File: src/rtl/pattern_count_engine.sv
// rtl/pattern_count_engine.sv - counts 5-bit pattern hits in a 32-byte message held in data memory
module pattern_count_engine #(
  parameter int PAT_ADDR  = 32,
  parameter int OUT_ADDR  = 33,
  parameter int MSG_BYTES = 32
) (
  input  logic       clk,
  input  logic       reset,
  input  logic       req,
  output logic       done,
  output logic [7:0] mem_addr,
  input  logic [7:0] mem_rd_data,
  output logic       mem_wr_en,
  output logic [7:0] mem_wr_data
);

  typedef enum logic [2:0] {
    ST_IDLE, ST_RDPAT, ST_SCAN, ST_WR0, ST_WR1, ST_WR2, ST_DONE
  } state_t;

  state_t     state;
  logic [4:0] pat;
  logic [7:0] ctb, cto, cts, prev, idx;
  logic [7:0] cross_bits;
  logic [2:0] m_in, m_cross;
  logic [7:0] ctb_nxt, cto_nxt, cts_nxt;

  // Cross windows span the previous byte's low nibble and the current byte's high nibble.
  always_comb begin
    cross_bits = {prev[3:0], mem_rd_data[7:4]};
    m_in = {2'b00, mem_rd_data[7:3] == pat} + {2'b00, mem_rd_data[6:2] == pat}
         + {2'b00, mem_rd_data[5:1] == pat} + {2'b00, mem_rd_data[4:0] == pat};
    m_cross = 3'd0;
    if (idx != 8'd0) begin
      m_cross = {2'b00, cross_bits[7:3] == pat} + {2'b00, cross_bits[6:2] == pat}
              + {2'b00, cross_bits[5:1] == pat} + {2'b00, cross_bits[4:0] == pat};
    end
    ctb_nxt = ctb + {5'b00000, m_in};
    cto_nxt = cto + {7'b0000000, m_in != 3'd0};
    cts_nxt = cts + {5'b00000, m_in} + {5'b00000, m_cross};
  end

  always_comb begin
    case (state)
      ST_RDPAT: mem_addr = 8'(PAT_ADDR);
      ST_SCAN:  mem_addr = idx;
      ST_WR0:   mem_addr = 8'(OUT_ADDR);
      ST_WR1:   mem_addr = 8'(OUT_ADDR + 1);
      ST_WR2:   mem_addr = 8'(OUT_ADDR + 2);
      default:  mem_addr = 8'd0;
    endcase
  end

  always_ff @(posedge clk or negedge reset) begin
    if (!reset) begin
      state       <= ST_IDLE;
      pat         <= 5'd0;
      ctb         <= 8'd0;
      cto         <= 8'd0;
      cts         <= 8'd0;
      prev        <= 8'd0;
      idx         <= 8'd0;
      done        <= 1'b0;
      mem_wr_en   <= 1'b0;
      mem_wr_data <= 8'd0;
    end else begin
      case (state)
        ST_IDLE, ST_DONE: begin
          if (req) begin
            state <= ST_RDPAT;
            ctb   <= 8'd0;
            cto   <= 8'd0;
            cts   <= 8'd0;
            prev  <= 8'd0;
            idx   <= 8'd0;
            done  <= 1'b0;
          end
        end
        ST_RDPAT: begin
          pat   <= mem_rd_data[7:3];
          state <= ST_SCAN;
        end
        ST_SCAN: begin
          ctb  <= ctb_nxt;
          cto  <= cto_nxt;
          cts  <= cts_nxt;
          prev <= mem_rd_data;
          // The first write's data is loaded here so WR0 drives a registered value.
          if (idx == 8'(MSG_BYTES - 1)) begin
            state       <= ST_WR0;
            mem_wr_en   <= 1'b1;
            mem_wr_data <= ctb_nxt;
          end else begin
            idx <= idx + 8'd1;
          end
        end
        ST_WR0: begin
          state       <= ST_WR1;
          mem_wr_data <= cto;
        end
        ST_WR1: begin
          state       <= ST_WR2;
          mem_wr_data <= cts;
        end
        ST_WR2: begin
          state       <= ST_DONE;
          mem_wr_en   <= 1'b0;
          mem_wr_data <= 8'd0;
          done        <= 1'b1;
        end
        default: state <= ST_IDLE;
      endcase
    end
  end

endmodule

File: config.mk
export PLATFORM = sky130hd
export DESIGN_NAME = pattern_count_engine
export DESIGN_NICKNAME = d
export VERILOG_FILES = /design/src/rtl/pattern_count_engine.sv
export SDC_FILE = /design/constraint.sdc
export NUM_CORES = 1
export LEC_CHECK = 0
export CORE_UTILIZATION = 50
export CTS_BUF_LIST = sky130_fd_sc_hd__clkbuf_16
export DETAILED_ROUTE_END_ITERATION = 10
export PLACE_DENSITY_LB_ADDON = 0.2
export RECOVER_POWER = 100
export SETUP_SLACK_MARGIN = 0.02
export SYNTH_ARGS = -nofsm -noshare
export SYNTH_HDL_FRONTEND = slang
export SYNTH_SLANG_ARGS = --single-unit
File: constraint.sdc
create_clock -name clk -period 3.95 [get_ports clk]
set_input_delay 0.395 -clock clk [delete_from_list [all_inputs] [get_ports clk]]
set_output_delay 0.395 -clock clk [all_outputs]
set_load 0.02 [all_outputs]
==> implementation parameters <==
Parameter                              Value

Global route
  Vias in the first global route ... 3106
  Wire length of the first global-routing pass ... 15500 um
  Maximum number of pins on one net before global-route repair ... 33
  Gr usage total ... 0.256
  Initial antenna violation count ... 0
  GR Overflow Total ... 0

Critical path
  Setup CP Type ... register to register
  Ordered list of cells on the worst path ... buf_4, xnor2_1, nand3_1, nor3_2, fa_1, ha_2, ha_1, inv_1, fa_1, inv_1, ha_2, fa_2, a21oi_2, nor3b_2, xnor2_1, nor2_1
  Worst reg2reg path endpoint ... cts[5]
  Setup crit start ... pat[4]
  Largest stage delay on the critical path ... 0.50 ns
  Crit path launch type ... register
  Start of the worst register-to-register path ... pat[4]
  Element type at the critical path end ... register
  Max Fanout on Critical Path ... 5
  Data arrival time of the critical path ... 3.98 ns
  Worst setup endpoint ... cts[5]
  Library cell contributing the largest single delay on the critical path ... fa_1
  Critical Path RT ... 4.12 ns
  Worst-case reg-to-reg path depth ... 16
  Flop2flop setup slack ... 0.15 ns

Placed design
  Sum of net half-perimeters after detailed placement ... 6660 um
  Buffers added on ports ... 28
  Number of cells in the design after placement ... 522
  Post-place setup slack ... -0.473 ns
  Global placement routability congestion ... 0.868

Route
  Iteration count of the initial detailed-routing pass ... 5
  Via-to-Cell Ratio ... 6.00
  Total vias in the final route ... 3196
  DRC violation count after routing ... 0
  Average wire per cell in the routed design ... 17.5 um
  Post-DRT Antenna Nets ... 0
  Violation count after the first detailed-route iteration ... 227
  Routed Wire Length ... 9350 um

Clock tree
  Skew-Pair Late Insertion Delay ... 0.29 ns
  TritonCTS clock tree ... built
  Clk root buf ... clkbuf_16
  Clock input transition at the sequential cells of the worst setup and hold paths ... 0.07 ns
  Number of sinks handled by clock tree synthesis ... 54
  CTS Hold Bufs ... 0
  TritonCTS Buffers ... 5
  Clock Path Buffers ... 2
  Maximum level of the CTS H-tree ... 2

Flow run
  Reported max-cap violation count ... 2

Logic synthesis
  Sequential element share of the synthesized area ... 0.353
  Total of warnings raised by yosys ... 0
  Post-synthesis cell area ... 3820 um^2
  Average cell area after synthesis ... 9.68 um^2
  Synthesized instance count ... 395
  Share of flip-flops with an asynchronous set or reset after synthesis ... 1.00
  Distinct cell type count after synthesis ... 69
  Post-synth net total ... 428
  Area fraction of the dominant cell type after synthesis ... 0.353
  Seq cells post-synth ... 54
  Predominant post-synthesis flop cell ... dfrtp_1
  Number of enable flip-flop cells after synthesis ... 0
  Area contributors post-synth ... dfrtp_1 (35%), xnor2_1 (6.2%), ha_1 (5.2%)
  Synth area leader ... dfrtp_1

Cells and area
  Fraction of final layout cells sized beyond drive strength 1 ... 0.150
  Area added between synthesis and finish ... 17.7%
  Most frequent cells in the layout ... dfrtp_1 (51), xnor2_1 (26), nand2_1 (26)
  Commonest non-fill, non-tap cell in the layout ... dfrtp_1
  Number of antenna cells inserted ... 0
  Fin nets ... 466
  Non-filler instance count after layout ... 533

STA
  Setup clock skew after layout ... 0.00625 ns
  Max-slew headroom at the worst pin ... -0.0919
  Final Hold Slack ... 0.454 ns
  RSZ-0062 raised after global routing ... false
  Number of hold violations in the final report ... 0
  Endpoints failing setup ... 0
  Minimum clock period after layout ... 3.80 ns
  Worst-margin pin slew ... 1.64 ns
  Smallest setup slack after layout ... 0.149 ns
  Ratio of final minimum period to clock period ... 0.962
  Max-slew violations ... 29
  Fmax achieved ... 263 MHz

Floorplanning
  Number of top-level pins ... 29
  Die H ... 89.5 um
  Effective utilization at floorplan ... 0.522
  Core Footprint ... 7330 um^2
  Die Width ... 89.5 um
  Cell Rows ... 31
  Total Die Area ... 8000 um^2

Min path
  Worst hold path type ... primary input to register
  Cell depth of the worst min-delay path ... 2

Run status
  Run status ... finished, violations left
  Violations in the final reports ... capacitance limit, slew limit

Power
  Static leakage ... 2.03 nW
  Power Total ... 2.98 mW
  Total power divided by cell area ... 662 nW/um^2
  Maximum ir drop on the vdd rail ... 0.000300 V
[repair_timing]
| action | in CTS | in global routing |
|---|---|---|
| setup endpoints to repair | 2 | 4 |
| setup buffers | 0 | 3 |
| pin swaps | 2 | 8 |
| gates resized for setup | 10 | 12 |
[report_power, final]
part | internal [mW] | switching (mW) | leakage (nW)
sequential | 0.695 | 0.214 | 0.712
combinational | 0.715 | 0.917 | 1.24
clock | 0.233 | 0.207 | 0.0750
[cells by family after synthesis]
family | after synthesis | synth area share
fa+ha+maj | 22 | 0.0837
compound gates | 95 | 0.186
xor+xnor | 48 | 0.112
mux | 16 | 0.0445
flops | 54 | 0.353
simple gates | 117 | 0.172
buf+inv | 43 | 0.0481
[stage by stage]
step / util / instance area (um^2) / TNS [ns]
2_1_floorplan: - / 3830 / 0
3_3_place_gp: 0.589 / 4320 / -1.59
3_5_place_dp: 0.589 / 4320 / -2.30
4_1_cts: 0.612 / 4490 / 0
5_1_grt: 0.614 / 4500 / 0
6_report: 0.614 / 4500 / 0
[worst max-delay path, delay by kind of cell (launching register included)]
kind | cells | cell delay, ns
adder cells (fa/ha/maj) | 6 | 2.02
AO/OA/AOI/OAI | 1 | 0.17
buffers and inverters | 3 | 0.26
XOR/XNOR | 2 | 0.34
flip-flops | 1 | 0.45
AND/OR/NAND/NOR | 4 | 0.45
[synthesized netlist by cell type (all sizes together), types with 6 or more instances]
master / number
mux2i: 8
and2: 8
nor2: 9
xnor2: 28
a21oi: 11
o21ai: 9
ha: 16
inv: 14
nand2: 26
fa: 6
nand2b: 11
clkbuf: 10
o31ai: 9
a22o: 13
nor3: 13
a211oi: 6
dfrtp: 54
nand3: 19
mux2: 8
xor2: 20
buf: 19
o211ai: 6
[state kept, by name, indices dropped and copies added, names as in the netlist]
register / count
cto: 8
cts: 8
mem_wr_data: 8
ctb: 8
done: 1
prev: 4
state: 3
idx: 8
mem_wr_en: 1
pat: 5
[metal layers]
metal,global-route usage,up-vias,part of all wire
li1,-,1513,-
met1,0.367,1586,0.48
met2,0.403,89,0.46
met3,0.0471,8,0.050
met4,0.0606,0,0.0095
met5,0,-,0
[layout make-up]
class | count | area [um^2]
fillers | 621 | 2830
clock buffers | 5 | 125
well taps | 99 | 124
multi-input cells | 298 | 2330
clock inverters | 3 | 17.5
repair buffers | 60 | 498
inverters | 14 | 52.6
flip-flops and latches | 54 | 1360
[worst min-delay path by stage]
stage	start	endpoint	slack [ns]
after global routing	mem_rd_data[7]	pat[4]	0.48
after global placement	reset	prev[2]	0.47
after floorplan	reset	ctb[0]	0.1
after CTS	reset	mem_wr_data[1]	0.15
final	mem_rd_data[7]	pat[4]	0.45
after detailed placement	reset	prev[2]	0.47
Note: power is estimated with default switching activity, not from simulation.
